## src/rtl/cpu_pkg.sv

```systemverilog
`default_nettype none
// ============================================================================
// Module   : cpu_pkg
// Brief    : Shared CPU types: boot/load sequencing states and width defaults.
// Revision : 1.0
// ============================================================================
package cpu_pkg;

  localparam int unsigned DATA_W_DEF = 16;
  localparam int unsigned ADDR_W_DEF = 16;

  typedef enum logic [1:0] {
    BOOT  = 2'd0,
    LOAD  = 2'd1,
    FLUSH = 2'd2,
    RUN   = 2'd3
  } boot_state_e;

endpackage
`default_nettype wire

```

## src/rtl/imem_boot_arbiter.sv

```systemverilog
`default_nettype none
// ============================================================================
// Module   : imem_boot_arbiter
// Brief    : Shares the instruction memory between fetch and a streaming
//            program loader, and holds/releases the CPU around loads.
// Revision : 1.0
// ============================================================================
module imem_boot_arbiter
  import cpu_pkg::*;
#(
  parameter int unsigned DATA_W = DATA_W_DEF,
  parameter int unsigned ADDR_W = ADDR_W_DEF,
  parameter int unsigned DEPTH  = 1024
) (
  input  logic              clk,
  input  logic              rst,
  input  logic [ADDR_W-1:0] fetch_addr,
  output logic [DATA_W-1:0] fetch_data,
  output logic              fetch_stall,
  output logic              cpu_halt,
  input  logic              ld_start,
  input  logic              ld_skip,
  input  logic              ld_valid,
  input  logic [DATA_W-1:0] ld_data,
  input  logic              ld_last,
  output logic              ld_ready,
  output logic [ADDR_W-1:0] mem_addr,
  output logic [DATA_W-1:0] mem_wdata,
  output logic              mem_we,
  input  logic [DATA_W-1:0] mem_rdata,
  output logic [ADDR_W-1:0] ld_count,
  output logic              ld_overflow
);

  localparam logic [ADDR_W-1:0] LAST_ADDR = ADDR_W'(DEPTH - 1);
  localparam logic [ADDR_W-1:0] ONE       = ADDR_W'(1);

  boot_state_e       state_q, state_d;
  logic [ADDR_W-1:0] wr_ptr_q, wr_ptr_d;
  logic [ADDR_W-1:0] ld_count_q, ld_count_d;
  logic              ld_overflow_q, ld_overflow_d;

  always_ff @(posedge clk or posedge rst) begin
    if (rst) begin
      state_q       <= BOOT;
      wr_ptr_q      <= '0;
      ld_count_q    <= '0;
      ld_overflow_q <= 1'b0;
    end else begin
      state_q       <= state_d;
      wr_ptr_q      <= wr_ptr_d;
      ld_count_q    <= ld_count_d;
      ld_overflow_q <= ld_overflow_d;
    end
  end

  always_comb begin
    state_d       = state_q;
    wr_ptr_d      = wr_ptr_q;
    ld_count_d    = ld_count_q;
    ld_overflow_d = ld_overflow_q;
    fetch_stall   = 1'b1;
    cpu_halt      = 1'b1;
    ld_ready      = 1'b0;
    mem_we        = 1'b0;
    mem_addr      = wr_ptr_q;
    mem_wdata     = ld_data;
    fetch_data    = '0;

    unique case (state_q)
      BOOT: begin
        if (ld_start) begin
          state_d = LOAD;
        end else if (ld_skip) begin
          state_d = FLUSH;
        end
      end
      LOAD: begin
        ld_ready = 1'b1;
        if (ld_valid) begin
          mem_we     = 1'b1;
          ld_count_d = ld_count_q + ONE;
          if (ld_last || (wr_ptr_q == LAST_ADDR)) begin
            state_d = FLUSH;
          end
          // Pointer parks on the last word so it never leaves the array.
          if (wr_ptr_q == LAST_ADDR) begin
            ld_overflow_d = !ld_last;
          end else begin
            wr_ptr_d = wr_ptr_q + ONE;
          end
        end
      end
      FLUSH: begin
        state_d = RUN;
      end
      RUN: begin
        fetch_stall = 1'b0;
        cpu_halt    = 1'b0;
        mem_addr    = fetch_addr;
        fetch_data  = mem_rdata;
        if (ld_start) begin
          state_d = LOAD;
        end
      end
      default: begin
        state_d = BOOT;
      end
    endcase

    if ((state_d == LOAD) && (state_q != LOAD)) begin
      wr_ptr_d      = '0;
      ld_count_d    = '0;
      ld_overflow_d = 1'b0;
    end
  end

  assign ld_count    = ld_count_q;
  assign ld_overflow = ld_overflow_q;

endmodule
`default_nettype wire

```

## config.mk

```make
export PLATFORM = sky130hd
export DESIGN_NAME = imem_boot_arbiter
export DESIGN_NICKNAME = d
export VERILOG_FILES = /design/src/rtl/cpu_pkg.sv /design/src/rtl/imem_boot_arbiter.sv
export SDC_FILE = /design/constraint.sdc
export NUM_CORES = 1
export LEC_CHECK = 0
export BUFFER_PORTS_ARGS = -buffer_cell sky130_fd_sc_hd__buf_2
export CAP_MARGIN = 20
export CORE_ASPECT_RATIO = 1.1
export CORE_MARGIN = 4
export CORE_UTILIZATION = 27
export DETAILED_ROUTE_END_ITERATION = 12
export SLEW_MARGIN = 0
export SYNTH_ARGS = -nofsm -noshare
export SYNTH_HDL_FRONTEND = slang
export SYNTH_SLANG_ARGS = --single-unit
```

## constraint.sdc

```tcl
create_clock -name clk -period 2.6 [get_ports clk]
set_clock_uncertainty 0.15 [all_clocks]
set_input_delay 0.26 -clock clk [delete_from_list [all_inputs] [get_ports clk]]
set_output_delay 0.26 -clock clk [all_outputs]
set_load 0.02 [all_outputs]
```

After elaboration in Yosys (flattened, before gate mapping):

Index checks and enable logic that the tools add are counted.

* output and inout port bits: 69
* flip-flop bits (word level): 35
* input port bits: 54

* add/sub/neg operators: 2
* equal/unequal tests: 7
* reductions and logical operators: 10
* muxes and demuxes: 23

Operator list (count)
* $mux W16: 9
* $add A16 B1 Y16 const B: 2
* $eq A16 B10 Y1 const B: 1
* $mux W2: 5
* $mux W1: 8
* $pmux W2 S4: 1
* $reduce_and A3 Y1: 2
* $reduce_bool A2 Y1: 3
* $eq A2 B1 Y1 const B: 2
* $eq A2 B2 Y1 const B: 2
* $ne A2 B1 Y1 const B: 2
* $logic_not A2 Y1: 1
* $reduce_and A2 Y1: 1
* $logic_and A1 B1 Y1: 1
* $logic_not A1 Y1: 1
* $logic_or A1 B1 Y1: 1

Longest topological paths before layout:

Gate-level depths: netlist of run 1.

* depth in word-level cells: 9
* gate-level depth with buffers: 7
* mapped depth without buffers: 6

Least setup slack after synthesis of run 1:

OpenSTA, ideal clock, no wires.

* path type: register -> register
* start: reg state_q[0]
* end: reg ld_count_q[7] (netlist: ld_count[7])
* slack: 0.364 ns
* library setup time: 0.132 ns
* path buffers: 1
* arrival time: 1.954 ns
* required time: 2.318 ns
* cell stages (with the launch flop): 8
* cell sequence: dfrtp_1 nor2b_1 nand2_1 inv_2 buf_1 nand4_1 xor2_1 nor2_1

* word-level cells in the longest chain between the ends: 7

Ends and longest elaborated chain
* start: declaration: line imem_boot_arbiter.sv:38 `boot_state_e state_q, state_d;`
* start signal: assignment: line imem_boot_arbiter.sv:50 `state_q <= state_d;`
* $mux W2 (on tied branches): line imem_boot_arbiter.sv:83, imem_boot_arbiter.sv:74
* $mux W2 (on tied branches): line imem_boot_arbiter.sv:80, imem_boot_arbiter.sv:72
* $pmux W2 S4: line imem_boot_arbiter.sv:70 `unique case (state_q)`
* $eq A2 B1 Y1: line imem_boot_arbiter.sv:111 `if ((state_d == LOAD) && (state_q != LOAD)) begin`
* $logic_and A1 B1 Y1: line imem_boot_arbiter.sv:111
* $reduce_bool A2 Y1 (no line)
* $reduce_and A2 Y1 (no line)
* end signal: assignment: line imem_boot_arbiter.sv:52 `ld_count_q <= ld_count_d;`
* end: declaration: line imem_boot_arbiter.sv:40 `logic [ADDR_W-1:0] ld_count_q, ld_count_d;`

Several ways; a longest one is shown, not always the timed one.
A chain may end at the register's enable or synchronous reset.

Final worst setup path of run 1:

* start: reg wr_ptr_q[12]
* end: reg ld_overflow_q (netlist: ld_overflow)

* word-level cells in the longest chain between the ends: 9

Ends and longest elaborated chain
* start: declaration: line imem_boot_arbiter.sv:39 `logic [ADDR_W-1:0] wr_ptr_q, wr_ptr_d;`
* start signal: assignment: line imem_boot_arbiter.sv:51 `wr_ptr_q <= wr_ptr_d;`
* $eq A16 B10 Y1 (*): line imem_boot_arbiter.sv:83, imem_boot_arbiter.sv:87
* $logic_or A1 B1 Y1: line imem_boot_arbiter.sv:83 `if (ld_last || (wr_ptr_q == LAST_ADDR)) begin`
* $mux W2: line imem_boot_arbiter.sv:83
* $mux W2: line imem_boot_arbiter.sv:80 `if (ld_valid) begin`
* $pmux W2 S4: line imem_boot_arbiter.sv:70
* $eq A2 B1 Y1: line imem_boot_arbiter.sv:111
* $logic_and A1 B1 Y1: line imem_boot_arbiter.sv:111
* $reduce_bool A2 Y1 (no line)
* $reduce_and A3 Y1 (no line)
* end signal: assignment: line imem_boot_arbiter.sv:53 `ld_overflow_q <= ld_overflow_d;`
* end: declaration: line imem_boot_arbiter.sv:41 `logic ld_overflow_q, ld_overflow_d;`

Mark *: on every way between the ends. The rest lies on a longest branch, timed or not.

==> results of run 1 <==
[registers in the layout, indices dropped and copies added, names as in the netlist]
signal / cells
wr_ptr_q: 16
ld_count: 16
state_q: 2
ld_overflow: 1
[worst paths after layout]
kind / to / slack, ps / cells after the start / start
worst max-delay path: ld_overflow$_DFFE_PP0P_ / 360 / 4 / wr_ptr_q[12]$_DFFE_PP0P_
worst min-delay path: state_q[1]$_DFF_PP0_ / 90 / 3 / ld_skip
worst max register to register: ld_overflow$_DFFE_PP0P_ / 360 / 4 / wr_ptr_q[12]$_DFFE_PP0P_
worst min register to register: ld_count[8]$_DFFE_PP0P_ / 380 / 1 / ld_count[8]$_DFFE_PP0P_
max in group asynchronous: wr_ptr_q[12]$_DFFE_PP0P_ / 1490 / 4 / rst
min in group asynchronous: ld_count[13]$_DFFE_PP0P_ / 490 / 4 / rst
[routing by layer]
metal	global-route usage (%)	wire, microns	up-vias	part of all wire [%]
met2	20.5	3010	54	50
li1	-	-	1038	-
met4	5.22	110	0	1.8
met1	14.6	2520	1021	42
met3	3.58	326	10	5.5
met5	0	0	-	0
[power groups by stage]
stage | Clock [mW] | Sequential (mW) | Combinational (mW)
final | 0.443 | 0.654 | 0.892
after global routing | 0.484 | 0.665 | 0.982
after CTS | 0.458 | 0.655 | 0.909
after detailed placement | 0 | 0.666 | 0.904
after global placement | 0 | 0.663 | 0.899
after floorplan | 0 | 0.679 | 0.632
[critical path, cell delays in order (launching register included)]
cell and delay [ps]:
dfrtp_1 460, or4_4 570, or4_4 550, or3_1 320, a21oi_1 120
[synth_stat cells, drive strengths merged, types with 10 or more instances]
| library cell | number |
|---|---|
| o31ai | 10 |
| nand3 | 10 |
| mux2 | 16 |
| and3 | 22 |
| buf | 19 |
| nand2 | 19 |
| a21oi | 16 |
| nor2 | 12 |
| o21ai | 10 |
| dfrtp | 35 |
[final cells by class]
| class | instances | area, sq um | share of cell area, % |
|---|---|---|---|
| multi-input combinational | 173 | 1150 | 41.0 |
| tap | 108 | 135 | 4.82 |
| sequential | 35 | 876 | 31.2 |
| clock inverter | 1 | 7.51 | 0.268 |
| inverter | 5 | 18.8 | 0.669 |
| timing repair buffer | 99 | 520 | 18.6 |
| clock buffer | 7 | 96.3 | 3.44 |
[metrics by stage]
step / hold slack [ps] / total power, mW / cell area [sq um] / setup WS [ps] / instances
final: 87.0 / 1.99 / 2800 / 356 / 428
after global routing: 95.5 / 2.13 / 2800 / 106 / 428
after CTS: 73.1 / 2.02 / 2800 / 329 / 428
after detailed placement: 244 / 1.57 / 2690 / 357 / 419
after global placement: 245 / 1.56 / 2690 / 417 / 419
after floorplan: 254 / 1.31 / 2210 / 364 / 240
[logic make-up after synthesis]
logic type               synth area share [%]
AND/OR/NAND/NOR                          25.0
AO/OA/AOI/OAI                            13.4
flip-flops                               39.6
buffers and inverters                    8.37
multiplexers                             8.60
XOR/XNOR                                 3.96
adder cells (fa/ha/maj)                  1.13
==> metrics, run 1 <==
Top FF cell, synth=dfrtp_1; TritonRoute pass-1 iters=4; Cell Area, Synth=2210 sq um; Die W=94.3 microns; Final HPWL DP=4530 microns; Syn. warnings=0; worst-margin pin slew=554 ps; DRC violations left=0; CTS Sinks=35; total track usage=12.2%; first-pass GRT wire length=9430 microns; # H-tree levels=2; setup tns final=0 ps; vias in the first global route=2026; top area cells in the synthesized netlist=dfrtp_1 (40%), mux2_2 (8.1%), and3_1 (6.2%); Post-Syn Instances=240; Overflow after GRT=0; Post-Syn Area per Cell=9.21 sq um; Crit path required time=2660 ps; routed len/inst=13.9 microns; Row Count=34; Final Routed Wirelength=5960 microns; Synth async-reset ratio=100%; fraction of layout cells with a size suffix above 1=39.4%; Ports=123; Final period util=86.3%; final setup violation count=0; worst rel slew slack=63.1%; crit path capture type=register; P per Cell Area=709 nW/um^2; Resize count post-CTS=0; Max Freq=446 MHz; Placeable Area=7960 sq um; vias after detailed routing=2123; Flop pwr share=32.9%; maximum VDD drop=0.318 mV; P_int=1.17 mW; Initial Util=27.8%; most common library cell in the layout ignoring fill and taps=buf_2; Clk pwr share=22.3%; count of hold-fix buffers inserted at cts=1; Die ar.=9700 sq um; Comb pwr share=44.8%; Synth Register Bits=35; Unique masters post-synth=36; status=complete, no violations; TritonCTS clock tree=yes; Mapped Nets=296; Detailed Route Iter0 Violations=85; final-stage net count=375; setup bufs post-CTS=0; Leak=1.41 nW; Yosys top cell area share=39.6%; clock latency on the worst-skew pair=280 ps; Root Buffer=clkbuf_8; largest net degree at the start of global routing=36; commonest cells after routing, fill and taps aside=buf_2 (90), dfrtp_1 (35), and3_1 (22); area grow syn2layout=26.8%; post-synth top area cell=dfrtp_1; I/O Buffers=90; CP Launch Type=register; die span in y=103 microns; Setup CP Type=reg2reg; type of the worst min-delay path=in2reg; minimum clock period=2240 ps; Sw Share=41.1%; number of flops mapped to enable cells by yosys=0; Max Root-Sink Buffers=2; Clk pin slew, worst setup/hold paths=70 ps; Detail Route Antenna Nets=0; initial antenna violation count=0; final core utilization=35.2%; fillcell total=864; Critical Path AT=2300 ps; critical path peak fanout=7; NetSw=817 uW; CTS Buf Count=5; GP Congestion=0.726; Pins Over Slew Limit=0; sequential area share after synthesis=39.6%; n_diodes=0; Fin. Hold Viols=0; Vias/cell=4.96; RSZ-0062 raised after global routing=no; max_cap viols=0
Power figures use the tool's default switching activity.
==> inputs of run 2 (changes only) <==
--- a/config.mk
+++ b/config.mk
@@ -11,6 +11,7 @@
 export CORE_MARGIN = 4
 export CORE_UTILIZATION = 27
 export DETAILED_ROUTE_END_ITERATION = 12
+export GPL_TIMING_DRIVEN = 0
 export SLEW_MARGIN = 0
 export SYNTH_ARGS = -nofsm -noshare
 export SYNTH_HDL_FRONTEND = slang
==> constraint.sdc (replaced) <==
create_clock -name clk -period 2.6 [get_ports clk]
set_clock_uncertainty 0.15 [all_clocks]
set_input_delay 0.13 -clock clk [delete_from_list [all_inputs] [get_ports clk]]
set_output_delay 0.13 -clock clk [all_outputs]
set_load 0.02 [all_outputs]
==> metrics, run 2 (same netlist as run 1, synthesis figures left out) <==
status=complete, no violations; type of the worst min-delay path=in2reg; max_cap viols=0 (unchanged); Pins Over Slew Limit=0 (unchanged); Setup crit end=mem_addr[10]; RSZ-0062 raised after global routing=no; Critical-path top delay cell=dfrtp_1; total track usage=12.6% (+0.34 points); CP Launch Type=register; Max Root-Sink Buffers=2 (unchanged); routed len/inst=13.5 microns (-3.1%); initial antenna violation count=0 (unchanged); setup tns final=0 ps (unchanged); minimum clock period=2370 ps (+123 ps); Root Buffer=clkbuf_8; Leak=1.54 nW (+8.7%); first-pass GRT wire length=9780 microns (+3.7%); Die W=94.3 microns (unchanged); largest net degree at the start of global routing=36 (unchanged); FF-to-FF End=ld_overflow$_DFFE_PP0P_; Row Count=34 (unchanged); setup bufs post-CTS=0 (unchanged); Fin. Hold Viols=0 (unchanged); vias after detailed routing=2238 (+5.4%); GP Congestion=0.727 (+0.18%); Detail Route Antenna Nets=0 (unchanged); Critical Path AT=2090 ps (-210 ps); most common library cell in the layout ignoring fill and taps=buf_2; maximum VDD drop=0.323 mV (+1.4%); Final HPWL DP=4840 microns (+6.8%); commonest cells after routing, fill and taps aside=buf_2 (107), dfrtp_1 (35), and3_1 (22); TritonRoute pass-1 iters=4 (unchanged); n_diodes=0 (unchanged); CTS Sinks=35 (unchanged); Vias/cell=4.82 (-2.8%); # H-tree levels=2 (unchanged); Crit path required time=2320 ps (-340 ps); Clk pin slew, worst setup/hold paths=70 ps (about the same); Setup CP Type=reg2out; Final period util=91.0% (+4.7 points); area grow syn2layout=35.3%; final core utilization=37.6% (+2.3 points); Max Freq=422 MHz (-5.2%); Initial Util=27.8% (unchanged); TritonCTS clock tree=yes; Detailed Route Iter0 Violations=103 (+21%); Largest stage delay, worst path=400 ps (-170 ps); Die ar.=9700 sq um (unchanged); DRC violations left=0 (unchanged); crit path capture type=output pin; fillcell total=838 (-3.0%); clock latency on the worst-skew pair=280 ps (about the same); dpl ws=309 ps (-48.4 ps); Overflow after GRT=0 (unchanged); FF-to-FF Start=wr_ptr_q[12]$_DFFE_PP0P_; final-stage net count=413 (+10%); P per Cell Area=659 nW/um^2 (-7.1%); worst-margin pin slew=768 ps (+214 ps); die span in y=103 microns (unchanged); CP Cell Sequence=clkbuf_1 > nand2_1 > clkbuf_2 > mux2_2 > buf_2; WHS=177 ps (+89.8 ps); vias in the first global route=2021 (-0.25%); critical path peak fanout=11 (+4); Ports=123 (unchanged); Worst Setup SP=state_q[1]$_DFF_PP0_; R2R Setup Slk=350 ps (about the same); worst r2r path cells=4 (unchanged); Final Routed Wirelength=6260 microns (+5.0%); worst rel slew slack=48.7% (-14 points); Placeable Area=7960 sq um (unchanged); post-route setup slack=233 ps (-123 ps); Design Power=1.97 mW (-0.97%); final setup violation count=0 (unchanged); I/O Buffers=106 (+18%); fraction of layout cells with a size suffix above 1=42.4% (+3.0 points); CTS Buf Count=5 (unchanged)
## run 2: worst min path at each step
stage,from,end,slack (ps),depth (start not counted)
after floorplan,ld_start,state_q[0]$_DFF_PP0_,120,1
after global routing,ld_valid,wr_ptr_q[0]$_DFFE_PP0P_,220,3
after global placement,ld_skip,state_q[1]$_DFF_PP0_,230,3
after CTS,ld_valid,wr_ptr_q[0]$_DFFE_PP0P_,180,3
final,ld_valid,wr_ptr_q[0]$_DFFE_PP0P_,180,3
after detailed placement,rst,ld_count[12]$_DFFE_PP0P_,170,2
## run 2: routing by layer
layer | vias up | global-route usage, % | wire length (microns)
met1 | 1061 | 16.1 | 2730
met2 | 64 | 21.5 | 3110
li1 | 1108 | - | -
met5 | - | 0 | 0
met4 | 0 | 2.78 | 49
met3 | 5 | 2.99 | 379
## run 2: worst max-delay path: cells and delay by family (launching register included)
kind                   cells  cell delay (ps)
buffers and inverters      3              690
flip-flops                 1              400
multiplexers               1              370
AND/OR/NAND/NOR            1              340
## run 2: cell type report
class | instances | area [sq um] | share of cell area (%)
buffer | 27 | 168 | 5.61
clock buffer | 6 | 72.6 | 2.43
inverter | 5 | 18.8 | 0.628
multi-input combinational | 173 | 1150 | 38.5
sequential | 35 | 876 | 29.3
tap | 108 | 135 | 4.52
timing repair buffer | 110 | 571 | 19.1
## run 2: power breakdown
group / internal, mW / total [mW] / switching, mW / leakage (nW)
registers: 0.596 / 0.660 / 0.0636 / 0.479
clock network: 0.179 / 0.366 / 0.188 / 0.0371
logic: 0.361 / 0.944 / 0.583 / 1.02
## run 2: stage by stage
stage	instances	cell area, sq um
after floorplan	240	2210
after global placement	454	2880
after detailed placement	454	2880
after CTS	464	2990
after global routing	464	2990
final	464	2990
## run 2: what timing repair did
item / in CTS / in global routing
setup endpoints to repair: 0 / 9
gates resized for setup: 0 / 2
hold endpoints to repair: 38 / 0
hold buffers: 4 / 0
